==> config.mk <==
export PLATFORM = sky130hd
export DESIGN_NAME = hack_run_controller
export DESIGN_NICKNAME = d
export VERILOG_FILES = /design/src/rtl/hack_ctrl_pkg.sv /design/src/rtl/hack_halt_detector.sv /design/src/rtl/hack_run_controller.sv
export SDC_FILE = /design/constraint.sdc
export NUM_CORES = 1
export LEC_CHECK = 0
export BUFFER_PORTS_ARGS = -buffer_cell sky130_fd_sc_hd__buf_2
export CAP_MARGIN = 20
export CORE_MARGIN = 2
export CORE_UTILIZATION = 45
export DETAILED_ROUTE_END_ITERATION = 12
export GPL_TIMING_DRIVEN = 0
export HOLD_SLACK_MARGIN = 0.06
export MAX_ROUTING_LAYER = met4
export PLACE_DENSITY = 0.79
export SLEW_MARGIN = 15
export SYNTH_ARGS = -nofsm -noshare
export SYNTH_HDL_FRONTEND = slang
export SYNTH_SLANG_ARGS = --single-unit
==> constraint.sdc <==
create_clock -name clk -period 2.5 [get_ports clk]
set_input_delay 0.125 -clock clk [delete_from_list [all_inputs] [get_ports clk]]
set_output_delay 0.125 -clock clk [all_outputs]
set_load 0.03 [all_outputs]
==> src/rtl/hack_ctrl_pkg.sv <==
// Shared types and defaults for the Hack run controller and its helpers.
package hack_ctrl_pkg;

    localparam int unsigned DEF_ADDR_W = 15;
    localparam int unsigned DEF_DATA_W = 16;

    typedef logic [31:0] count_t;

    typedef enum logic [2:0] {
        ST_IDLE,
        ST_LOAD,
        ST_RST,
        ST_RUN,
        ST_HALTED,
        ST_TIMEOUT
    } state_t;

endpackage

==> src/rtl/hack_halt_detector.sv <==
// Detects the end-of-program spin loop: pc repeating with period 1 or 2
// for HALT_REPEAT consecutive enabled cycles.
module hack_halt_detector
    import hack_ctrl_pkg::*;
#(
    parameter int unsigned ADDR_W      = DEF_ADDR_W,
    parameter int unsigned HALT_REPEAT = 8
) (
    input  logic              clk,
    input  logic              reset,
    input  logic              clear,
    input  logic              enable,
    input  logic [ADDR_W-1:0] pc,
    output logic              halt,
    output logic [ADDR_W-1:0] halt_pc
);

    localparam int unsigned REP_W = $clog2(HALT_REPEAT + 1);

    logic [ADDR_W-1:0] pc_d1;
    logic [ADDR_W-1:0] pc_d2;
    logic [1:0]        samples;
    logic [REP_W-1:0]  rep;
    logic              match;

    // Comparing against pc two cycles back also catches 1-cycle self-loops.
    always_comb begin
        match = (samples >= 2'd2) && (pc == pc_d2);
        halt  = enable && match && (rep == REP_W'(HALT_REPEAT - 1));
    end

    always_ff @(posedge clk) begin
        if (reset || clear) begin
            pc_d1   <= '0;
            pc_d2   <= '0;
            samples <= '0;
            rep     <= '0;
            halt_pc <= '0;
        end else if (enable) begin
            pc_d1 <= pc;
            pc_d2 <= pc_d1;
            if (samples != 2'd2) begin
                samples <= samples + 2'd1;
            end
            rep <= match ? rep + 1'b1 : '0;
            if (halt) begin
                halt_pc <= pc;
            end
        end
    end

endmodule

==> src/rtl/hack_run_controller.sv <==
// Loads a program image into the Hack instruction ROM, then resets and runs
// the CPU until halt, cycle-budget timeout or a host stop command.
module hack_run_controller
    import hack_ctrl_pkg::*;
#(
    parameter int unsigned ADDR_W       = DEF_ADDR_W,
    parameter int unsigned DATA_W       = DEF_DATA_W,
    parameter int unsigned RESET_CYCLES = 4,
    parameter int unsigned HALT_REPEAT  = 8,
    parameter count_t      MAX_CYCLES   = 32'd100_000_000
) (
    input  logic              clk,
    input  logic              reset,
    input  logic              cmd_load,
    input  logic              cmd_run,
    input  logic              cmd_stop,
    input  logic              load_valid,
    output logic              load_ready,
    input  logic [DATA_W-1:0] load_data,
    input  logic              load_last,
    output logic              rom_we,
    output logic [ADDR_W-1:0] rom_addr,
    output logic [DATA_W-1:0] rom_wdata,
    output logic              cpu_reset,
    input  logic [ADDR_W-1:0] debug_pc,
    output logic              busy,
    output logic              halted,
    output logic              timed_out,
    output logic [ADDR_W-1:0] halt_pc,
    output logic [31:0]       cycle_count
);

    localparam int unsigned RST_W = $clog2(RESET_CYCLES + 1);

    state_t            state;
    state_t            state_nx;
    logic [ADDR_W-1:0] addr_q;
    count_t            cyc_q;
    logic              halted_q;
    logic              timed_q;
    logic [RST_W-1:0]  rst_cnt;

    logic in_cmd_state;
    logic accept_load;
    logic accept_run;
    logic xfer;
    logic at_budget;
    logic det_enable;
    logic det_clear;
    logic det_halt;

    always_comb begin
        in_cmd_state = (state == ST_IDLE) || (state == ST_HALTED) || (state == ST_TIMEOUT);
        accept_load  = in_cmd_state && cmd_load;
        accept_run   = in_cmd_state && !cmd_load && cmd_run;
        xfer         = (state == ST_LOAD) && load_valid;
        at_budget    = (cyc_q == MAX_CYCLES - 32'd1);
        det_enable   = (state == ST_RUN) && !cmd_stop;
        det_clear    = accept_load || accept_run;
    end

    hack_halt_detector #(
        .ADDR_W      (ADDR_W),
        .HALT_REPEAT (HALT_REPEAT)
    ) u_halt (
        .clk     (clk),
        .reset   (reset),
        .clear   (det_clear),
        .enable  (det_enable),
        .pc      (debug_pc),
        .halt    (det_halt),
        .halt_pc (halt_pc)
    );

    always_ff @(posedge clk) begin
        if (reset) begin
            state <= ST_IDLE;
        end else begin
            state <= state_nx;
        end
    end

    always_comb begin
        state_nx = state;
        case (state)
            ST_IDLE, ST_HALTED, ST_TIMEOUT: begin
                if (accept_load) begin
                    state_nx = ST_LOAD;
                end else if (accept_run) begin
                    state_nx = ST_RST;
                end
            end
            ST_LOAD: begin
                // The top address ends the load rather than wrapping onto word 0.
                if (xfer && (load_last || addr_q == '1)) begin
                    state_nx = ST_IDLE;
                end
            end
            ST_RST: begin
                if (rst_cnt == RST_W'(RESET_CYCLES - 1)) begin
                    state_nx = ST_RUN;
                end
            end
            ST_RUN: begin
                if (cmd_stop) begin
                    state_nx = ST_IDLE;
                end else if (det_halt) begin
                    state_nx = ST_HALTED;
                end else if (at_budget) begin
                    state_nx = ST_TIMEOUT;
                end
            end
            default: state_nx = ST_IDLE;
        endcase
    end

    always_ff @(posedge clk) begin
        if (reset) begin
            addr_q   <= '0;
            cyc_q    <= '0;
            halted_q <= 1'b0;
            timed_q  <= 1'b0;
            rst_cnt  <= '0;
        end else begin
            if (accept_load) begin
                addr_q   <= '0;
                halted_q <= 1'b0;
                timed_q  <= 1'b0;
            end
            if (accept_run) begin
                cyc_q    <= '0;
                halted_q <= 1'b0;
                timed_q  <= 1'b0;
                rst_cnt  <= '0;
            end
            if (xfer && addr_q != '1) begin
                addr_q <= addr_q + 1'b1;
            end
            if (state == ST_RST) begin
                rst_cnt <= rst_cnt + 1'b1;
            end
            if (state == ST_RUN) begin
                cyc_q <= cyc_q + 32'd1;
                if (state_nx == ST_HALTED) begin
                    halted_q <= 1'b1;
                end
                if (state_nx == ST_TIMEOUT) begin
                    timed_q <= 1'b1;
                end
            end
        end
    end

    always_comb begin
        load_ready  = (state == ST_LOAD);
        rom_we      = xfer;
        rom_addr    = addr_q;
        rom_wdata   = xfer ? load_data : '0;
        cpu_reset   = (state != ST_RUN);
        busy        = (state == ST_LOAD) || (state == ST_RST) || (state == ST_RUN);
        halted      = halted_q;
        timed_out   = timed_q;
        cycle_count = cyc_q;
    end

endmodule

==> flow_metrics.env, run 1 <==
export IMPL_setup_worst_path_class="flip-flop to flip-flop"
export IMPL_syn_nets=686
export IMPL_power_switching_uw=955
export IMPL_layout_drive_gt1_share_pct=21.7
export IMPL_grt_pass1_vias=4812
export IMPL_slew_limit_headroom_pct=28.3
export IMPL_io_pins=122
export IMPL_cts_sinks=106
export IMPL_cp_start_kind="flip-flop"
export IMPL_dieArea_um2=12200
export IMPL_die_x_um=111
export IMPL_rows=38
export IMPL_clkTransAtPathRegs_ns=0.08
export IMPL_n_antenna_cell=0
export IMPL_vias_per_cell=5.72
export IMPL_grt_ovfl_total=0
export IMPL_htree_levels=3
export IMPL_cellInternalPower_uw=2610
export IMPL_crit_arrival_ns=2.71
export IMPL_drtIter0Drc=507
export IMPL_dr_pass1_iters=5
export IMPL_final_nets=830
export IMPL_status="completed"
export IMPL_setup_viol_count_final=0
export IMPL_async_reset_ff_share_pct=0
export IMPL_gp_congestion=0.872
export IMPL_dpl_cell_count=903
export IMPL_seq_area_frac_synth_pct=41.4
export IMPL_worstMarginPinSlew_ns=1.06
export IMPL_period_minus_slack_ns=2.43
export IMPL_yosysWarnings=0
export IMPL_io_buffer_count=121
export IMPL_syn2layout_area_growth_pct=24.9
export IMPL_mostFrequentLayoutCell="buf_2"
export IMPL_vias=5323
export IMPL_grtUsageTotal_pct=22.9
export IMPL_numCtsBuffers=9
export IMPL_die_y_um=111
export IMPL_insertion_delay_ns=0.35
export IMPL_cp_data_required_time_ns=2.78
export IMPL_tns_ns=0
export IMPL_dpl_hpwl_um=10100
export IMPL_antenna_found_initial=0
export IMPL_postRouteAntennaNets=0
export IMPL_fill_cells=1022
export IMPL_synthCells=642
export IMPL_synthFlopType="dfxtp_1"
export IMPL_cp_max_fo=8
export IMPL_period_share_pct=97.3
export IMPL_cap_violations=0
export IMPL_cp_end_kind="flip-flop"
export IMPL_drc=0
export IMPL_grt_pass1_wl_um=23200
export IMPL_synth_edf_count=0
export IMPL_clk_path_buf_depth=2
export IMPL_synth_cell_types=58
export IMPL_syn_area_um2=5120
export IMPL_initial_utilization_pct=46.6
export IMPL_ys_ff_latch=106
export IMPL_leakagePower_uw=0.00247
export IMPL_root_buffer="clkbuf_16"
export IMPL_grt_start_max_net_pins=21
export IMPL_clock_skew_ns=0.0133
export IMPL_wl_per_cell_um=15.1
export IMPL_peakVddDrop_uv=396
export IMPL_fin_total_pwr_uw=3570
export IMPL_final_hold_violation_count=0
export IMPL_routed_wl_um=14100
export IMPL_clock_fmax_mhz=411
export IMPL_clkPwrFrac_pct=42.8
export IMPL_switching_share_pct=26.8
export IMPL_drv_slew=0
export IMPL_final_cell_mix="buf_2 (121), dfxtp_1 (102), nand2_1 (97), a21oi_1 (74), nor2_1 (44)"
export IMPL_instances_no_fill=931
export IMPL_core_um2=11000
export IMPL_cts_tree="yes"
export IMPL_hold_class="input pin to flip-flop"
export IMPL_p_per_area_nw_per_um2=558
export IMPL_rsz0062_at_grt="false"
export IMPL_combPwrFrac_pct=9.5
export IMPL_avgSynthCellArea_um2=7.97
export IMPL_p_seq_share_pct=47.8
export IMPL_hold_slack_ns=0.0702
## synthesized netlist by cell type (6+ instances only)
| cell | instances | area [µm²] |
|---|---|---|
| a21oi_1 | 75 | 375 |
| a311oi_1 | 6 | 52.6 |
| and2_1 | 19 | 119 |
| and3_1 | 16 | 100 |
| and4_1 | 7 | 61.3 |
| clkbuf_1 | 34 | 128 |
| dfxtp_1 | 106 | 2120 |
| ha_1 | 6 | 75.1 |
| inv_1 | 15 | 56.3 |
| mux2_2 | 8 | 90.1 |
| nand2_1 | 97 | 364 |
| nand3_1 | 26 | 130 |
| nand4_1 | 34 | 213 |
| nor2_1 | 44 | 165 |
| nor2b_1 | 6 | 37.5 |
| nor4_1 | 7 | 43.8 |
| o211ai_1 | 9 | 67.6 |
| o21ai_0 | 23 | 115 |
| or3_1 | 10 | 62.6 |
| xnor2_1 | 16 | 140 |
## routing by layer
layer,global-route usage (%),vias up,routed length (µm)
met4,5.58,0,177
met1,30.1,2517,6370
li1,-,2611,-
met3,4.32,18,847
met5,-,-,0
met2,36.8,177,6700
## final timing paths
kind / start / endpoint / slack (ns) / depth (start not counted)
min: debug_pc[14] / u_halt.pc_d1[14] / 0.07 / 3
min reg2reg: u_halt.pc_d1[1] / u_halt.pc_d2[1] / 0.45 / 2
max: state[2] / cycle_count[31] / 0.07 / 8
max reg2reg: state[2] / cycle_count[31] / 0.07 / 8
## worst max-delay path: stages (launching register included)
cell and delay [ns]:
dfxtp_1 0.31, buf_6 0.13, and3b_2 0.27, inv_2 0.07
or4_4 0.45, or4_4 0.49, clkbuf_8 0.16, or3_1 0.34
a21oi_1 0.14
## area by class of cell
type	count	area, µm²	area share [%]
Sequential cell	106	2130	33.3
Inverter	16	60.1	0.940
Timing Repair Buffer	134	728	11.4
Tap cell	140	175	2.74
Multi-Input combinational cell	482	2810	44.0
Clock buffer	9	225	3.52
Buffer	37	168	2.62
Clock inverter	7	96.3	1.51
## state kept, by name, indices dropped and copies added, names as in the netlist, 2 cells and up
register	flops
u_halt.rep	4
u_halt.pc_d1	15
rom_addr	15
u_halt.samples	2
u_halt.pc_d2	15
u_halt.halt_pc	15
cycle_count	32
state	3
rst_cnt	3
## power groups by stage
stage	logic, µW	clock network (µW)	registers [µW]
final	338	1520	1700
after floorplan	190	0	1740
after detailed placement	314	0	1740
after CTS	331	1550	1700
after global routing	366	1610	1700
after global placement	311	0	1740
## cells by family after synthesis
family,share of synthesized area (%)
AO/OA/AOI/OAI,17.7
multiplexers,2.35
AND/OR/NAND/NOR,30.0
flip-flops,41.4
adder cells (fa/ha/maj),1.47
XOR/XNOR,2.91
buffers and inverters,4.15
## per-stage QoR
step | cell area (µm²) | utilization [%] | setup slack [ns]
final | 6390 | 58.2 | 0.0687
after global routing | 6390 | 58.2 | 0.00923
after CTS | 6350 | 57.8 | 0.00689
after detailed placement | 5900 | 53.8 | -0.114
after global placement | 5900 | 53.8 | -0.0483
after floorplan | 5120 | - | 0.0158
## repair_timing
action                                 CTS  global route
pin swaps                                2             3
setup endpoints to repair               17            53
hold buffers                            10             0
setup buffers                            1             2
endpoints found under the hold margin   12             0
gates resized for setup                  5            16
(Power assumes the default switching activity.)
==> run 2, diff against run 1 <==
--- a/config.mk
+++ b/config.mk
@@ -14,6 +14,7 @@
 export HOLD_SLACK_MARGIN = 0.06
 export MAX_ROUTING_LAYER = met4
 export PLACE_DENSITY = 0.79
+export RECOVER_POWER = 25
 export SLEW_MARGIN = 15
 export SYNTH_ARGS = -nofsm -noshare
 export SYNTH_HDL_FRONTEND = slang
==> run 2 against run 1 <==
Register-to-register slack about the same. Sequential cell count unchanged. Sequential power about the same. Clock power about the same. Largest cell class unchanged.
==> flow_metrics.env, run 2 (same netlist as run 1, synthesis figures left out) <==
export IMPL_initial_utilization_pct=46.6
export IMPL_period_share_pct=97.1
export IMPL_dpl_hpwl_um=10100
export IMPL_cp_max_fo=8
export IMPL_wl_per_cell_um=15.2
export IMPL_n_antenna_cell=0
export IMPL_io_pins=122
export IMPL_htree_levels=3
export IMPL_clkTransAtPathRegs_ns=0.08
export IMPL_period_minus_slack_ns=2.43
export IMPL_clock_fmax_mhz=412
export IMPL_crit_arrival_ns=2.71
export IMPL_setup_viol_count_final=0
export IMPL_cts_tree="yes"
export IMPL_final_hold_violation_count=0
export IMPL_dr_pass1_iters=5
export IMPL_final_nets=830
export IMPL_drtIter0Drc=576
export IMPL_instances_no_fill=931
export IMPL_insertion_delay_ns=0.35
export IMPL_drc=0
export IMPL_dieArea_um2=12200
export IMPL_vias_per_cell=5.69
export IMPL_p_per_area_nw_per_um2=562
export IMPL_leakagePower_uw=0.00226
export IMPL_hold_class="input pin to flip-flop"
export IMPL_gp_congestion=0.872
export IMPL_clk_path_buf_depth=2
export IMPL_cp_data_required_time_ns=2.78
export IMPL_layout_drive_gt1_share_pct=15.8
export IMPL_rows=38
export IMPL_cap_violations=0
export IMPL_fill_cells=1051
export IMPL_vias=5293
export IMPL_antenna_found_initial=0
export IMPL_grt_pass1_wl_um=23200
export IMPL_tns_ns=0
export IMPL_root_buffer="clkbuf_16"
export IMPL_drv_slew=0
export IMPL_clock_skew_ns=0.0127
export IMPL_core_um2=11000
export IMPL_grtUsageTotal_pct=22.9
export IMPL_io_buffer_count=121
export IMPL_die_x_um=111
export IMPL_cp_start_kind="flip-flop"
export IMPL_dpl_cell_count=903
export IMPL_largest_reg_flops=32
export IMPL_status="completed"
export IMPL_final_cell_mix="dfxtp_1 (102), nand2_1 (97), clkbuf_1 (74), a21oi_1 (74), buf_2 (74)"
export IMPL_routed_wl_um=14100
export IMPL_die_y_um=111
export IMPL_postRouteAntennaNets=0
export IMPL_grt_pass1_vias=4812
export IMPL_grt_ovfl_total=0
export IMPL_worstMarginPinSlew_ns=1.07
export IMPL_setup_worst_path_class="flip-flop to flip-flop"
export IMPL_mostFrequentLayoutCell="dfxtp_1"
export IMPL_grt_start_max_net_pins=21
export IMPL_peakVddDrop_uv=394
export IMPL_rsz0062_at_grt="false"
export IMPL_cp_end_kind="flip-flop"
export IMPL_numCtsBuffers=9
export IMPL_syn2layout_area_growth_pct=23.7
export IMPL_cts_sinks=106
export IMPL_slew_limit_headroom_pct=27.8
[run 2: critical path, stage by stage (launching register included)]
cell and delay, ns:
dfxtp_1 0.31, buf_6 0.13, and3b_2 0.26, inv_2 0.06
or4_4 0.46, or4_4 0.49, clkbuf_8 0.16, or3_1 0.34
a21oi_1 0.14
[run 2: worst paths after layout]
check / start / to / slack (ns) / cells after the start
max: state[2] / cycle_count[31] / 0.07 / 8
min: debug_pc[14] / u_halt.pc_d1[14] / 0.07 / 3
max reg2reg: state[2] / cycle_count[31] / 0.07 / 8
min reg2reg: u_halt.pc_d1[0] / u_halt.pc_d2[0] / 0.45 / 2
[run 2: layer usage]
metal  part of all wire, %  global-route usage, %  vias up
met5                     0                      -        -
met4                   1.3                   5.58        0
met3                   5.6                   4.32       18
met2                    48                   36.8      160
met1                    46                   30.1     2503
li1                      -                      -     2612
[run 2: cell type report]
cell class | count | area [µm²] | share of cell area, %
Timing Repair Buffer | 134 | 669 | 10.6
Buffer | 37 | 168 | 2.65
Multi-Input combinational cell | 482 | 2810 | 44.4
Sequential cell | 106 | 2130 | 33.6
Inverter | 16 | 60.1 | 0.948
Clock buffer | 9 | 225 | 3.56
Tap cell | 140 | 175 | 2.77
Clock inverter | 7 | 96.3 | 1.52
[run 2: metrics by stage]
stage | power [µW] | hold slack, ns | setup WS (ns) | utilization (%) | instance area, µm²
global placement | 2050 | 0.403 | -0.0483 | 53.8 | 5900
global route | 3680 | 0.0818 | 0.00923 | 57.7 | 6330
floorplan | 1940 | 0.261 | 0.0158 | - | 5120
CTS | 3580 | 0.0637 | 0.00689 | 57.8 | 6350
detailed placement | 2060 | 0.407 | -0.114 | 53.8 | 5900
finish | 3560 | 0.0714 | 0.0718 | 57.7 | 6330
[run 2: timing repair]
action	in CTS	in global routing
pin swaps	2	3
endpoints found under the setup margin	17	53
setup buffers	1	2
resized for setup	5	16
hold buffers	10	0
endpoints found under the hold margin	12	0
[run 2: where the power goes]
group	switching, µW	total (µW)	internal [µW]
Combinational	233	338	105
Clock	710	1520	810
Sequential	7.43	1700	1700
Total	950	3560	2610
==> run 3, diff against run 2 <==
--- a/config.mk
+++ b/config.mk
@@ -8,12 +8,12 @@
 export BUFFER_PORTS_ARGS = -buffer_cell sky130_fd_sc_hd__buf_2
 export CAP_MARGIN = 20
 export CORE_MARGIN = 2
-export CORE_UTILIZATION = 45
+export CORE_UTILIZATION = 49
 export DETAILED_ROUTE_END_ITERATION = 12
 export GPL_TIMING_DRIVEN = 0
 export HOLD_SLACK_MARGIN = 0.06
 export MAX_ROUTING_LAYER = met4
-export PLACE_DENSITY = 0.79
+export PLACE_DENSITY = 0.84
 export RECOVER_POWER = 25
 export SLEW_MARGIN = 15
 export SYNTH_ARGS = -nofsm -noshare
==> run 3 against run 2 <==
Power fell by 13%. Clock power fell by 30%. Critical endpoint is now cycle_count[27]. Hold slack improved by 0.098 ns. Largest power group unchanged. Sequential power barely moved. Via count rose by 3.4%. Register-to-register slack improved by 0.03 ns. Cell area fell by 1.3%. Clock skew barely moved. Die area fell by 7.9%. First-iteration DRC count fell by 35%.
==> flow_metrics.env, run 3 (same netlist as run 1, synthesis figures left out) <==
export IMPL_io_pins=122
export IMPL_syn2layout_area_growth_pct=22.0
export IMPL_core_um2=10200
export IMPL_multiInputGateArea_um2=2810
export IMPL_die_x_um=106
export IMPL_cp_start_kind="flip-flop"
export IMPL_clock_skew_ns=0.0130
export IMPL_cp_end_kind="flip-flop"
export IMPL_drc=0
export IMPL_setup_ws_ns=0.0999
export IMPL_fin_util_pct=61.1
export IMPL_grtUsageTotal_pct=26.1
export IMPL_drv_slew=0
export IMPL_clk_path_buf_depth=2
export IMPL_die_y_um=106
export IMPL_vias_per_cell=5.87
export IMPL_initial_utilization_pct=50.0
export IMPL_cellInternalPower_uw=2220
export IMPL_grt_ovfl_total=0
export IMPL_clkPwrFrac_pct=34.3
export IMPL_numCtsBuffers=9
export IMPL_hold_class="input pin to flip-flop"
export IMPL_period_share_pct=96.0
export IMPL_setup_viol_count_final=0
export IMPL_power_switching_uw=894
export IMPL_cp_max_fo=8
export IMPL_grt_start_max_net_pins=20
export IMPL_period_minus_slack_ns=2.40
export IMPL_combPwrFrac_pct=10.9
export IMPL_htree_levels=3
export IMPL_clock_fmax_mhz=417
export IMPL_status="completed"
export IMPL_leakagePower_uw=0.00220
export IMPL_regArea_um2=2130
export IMPL_largest_reg_flops=32
export IMPL_crit_arrival_ns=2.65
export IMPL_mostFrequentLayoutCell="dfxtp_1"
export IMPL_layout_drive_gt1_share_pct=16.2
export IMPL_gp_congestion=0.965
export IMPL_setup_worst_path_class="flip-flop to flip-flop"
export IMPL_p_per_area_nw_per_um2=498
export IMPL_final_cell_mix="dfxtp_1 (100), nand2_1 (97), clkbuf_1 (74), buf_2 (74), a21oi_1 (73)"
export IMPL_cap_violations=0
export IMPL_drtIter0Drc=375
export IMPL_worstMarginPinSlew_ns=0.979
export IMPL_root_buffer="clkbuf_8"
export IMPL_cts_tree="yes"
export IMPL_pre_cts_ws_ns=-0.0834
export IMPL_insertion_delay_ns=0.39
export IMPL_grt_pass1_wl_um=23400
export IMPL_grt_pass1_vias=5023
export IMPL_fill_cells=936
export IMPL_slew_limit_headroom_pct=34.1
export IMPL_vias=5473
export IMPL_io_buffer_count=121
export IMPL_final_hold_violation_count=0
export IMPL_cp_data_required_time_ns=2.75
export IMPL_design_area_um2=6250
export IMPL_p_seq_share_pct=54.8
export IMPL_routed_wl_um=14700
export IMPL_peakVddDrop_uv=295
export IMPL_n_antenna_cell=0
export IMPL_switching_share_pct=28.7
export IMPL_final_nets=835
export IMPL_clkTransAtPathRegs_ns=0.10
export IMPL_cts_sinks=106
export IMPL_tns_ns=0
export IMPL_antenna_found_initial=0
export IMPL_rsz0062_at_grt="false"
export IMPL_post_dp_cell_area_um2=5900
export IMPL_dpl_hpwl_um=10300
export IMPL_rows=37
export IMPL_postRouteAntennaNets=0
export IMPL_wl_per_cell_um=15.7
export IMPL_dr_pass1_iters=8
export IMPL_dieArea_um2=11300
-- run 3: layout make-up --
| type | instances | share of cell area [%] |
|---|---|---|
| buffer | 34 | 2.16 |
| clock buffer | 10 | 2.20 |
| clock inverter | 6 | 0.921 |
| inverter | 16 | 0.961 |
| multi-input combinational | 482 | 44.9 |
| sequential | 106 | 34.2 |
| tap | 136 | 2.72 |
| timing repair buffer | 142 | 11.9 |
-- run 3: per-stage QoR --
| stage | instances | hold slack (ns) | total power [µW] |
|---|---|---|---|
| detailed placement | 899 | 0.405 | 2050 |
| global placement | 899 | 0.402 | 2050 |
| finish | 932 | 0.170 | 3110 |
| floorplan | 642 | 0.261 | 1940 |
| CTS | 930 | 0.164 | 3120 |
| global route | 932 | 0.199 | 3230 |
-- run 3: critical path: stages, from the launching register on --
cell      delay [ns]
dfxtp_4         0.38
and3b_2         0.28
inv_2           0.05
or4_4           0.56
or4_4           0.59
buf_6           0.15
o211ai_1        0.19
a21oi_2         0.08
-- run 3: power by group through the flow --
stage / registers [µW] / clock network, µW / logic (µW)
6_report: 1710 / 1070 / 338
5_1_grt: 1710 / 1150 / 366
4_1_cts: 1700 / 1080 / 336
3_5_place_dp: 1740 / 0 / 312
3_3_place_gp: 1740 / 0 / 305
2_1_floorplan: 1740 / 0 / 190
-- run 3: path summary, 6_finish.rpt --
check,from,endpoint,slack (ns),cells after the start
max reg2reg,state[2],cycle_count[27],0.1,7
min reg2reg,u_halt.pc_d1[13],u_halt.pc_d2[13],0.46,2
min,reset,rom_addr[11],0.17,4
max,state[2],cycle_count[27],0.1,7
-- run 3: repair_timing --
| item | 4_1_cts | 5_1_grt |
|---|---|---|
| pin swaps | 2 | 8 |
| buffers inserted | 0 | 6 |
| gates resized for setup | 9 | 16 |
| setup endpoints to repair | 21 | 53 |
| endpoints found under the hold margin | 26 | 0 |
| hold buffers | 15 | 0 |
-- run 3: layer usage --
layer	vias up	part of all wire [%]	wire (µm)	GRT usage, %
met3	44	7.1	1040	4.41
li1	2612	-	-	-
met5	-	0	0	-
met4	0	2.4	359	10.3
met1	2566	42	6160	32.3
met2	251	48	7090	42.4
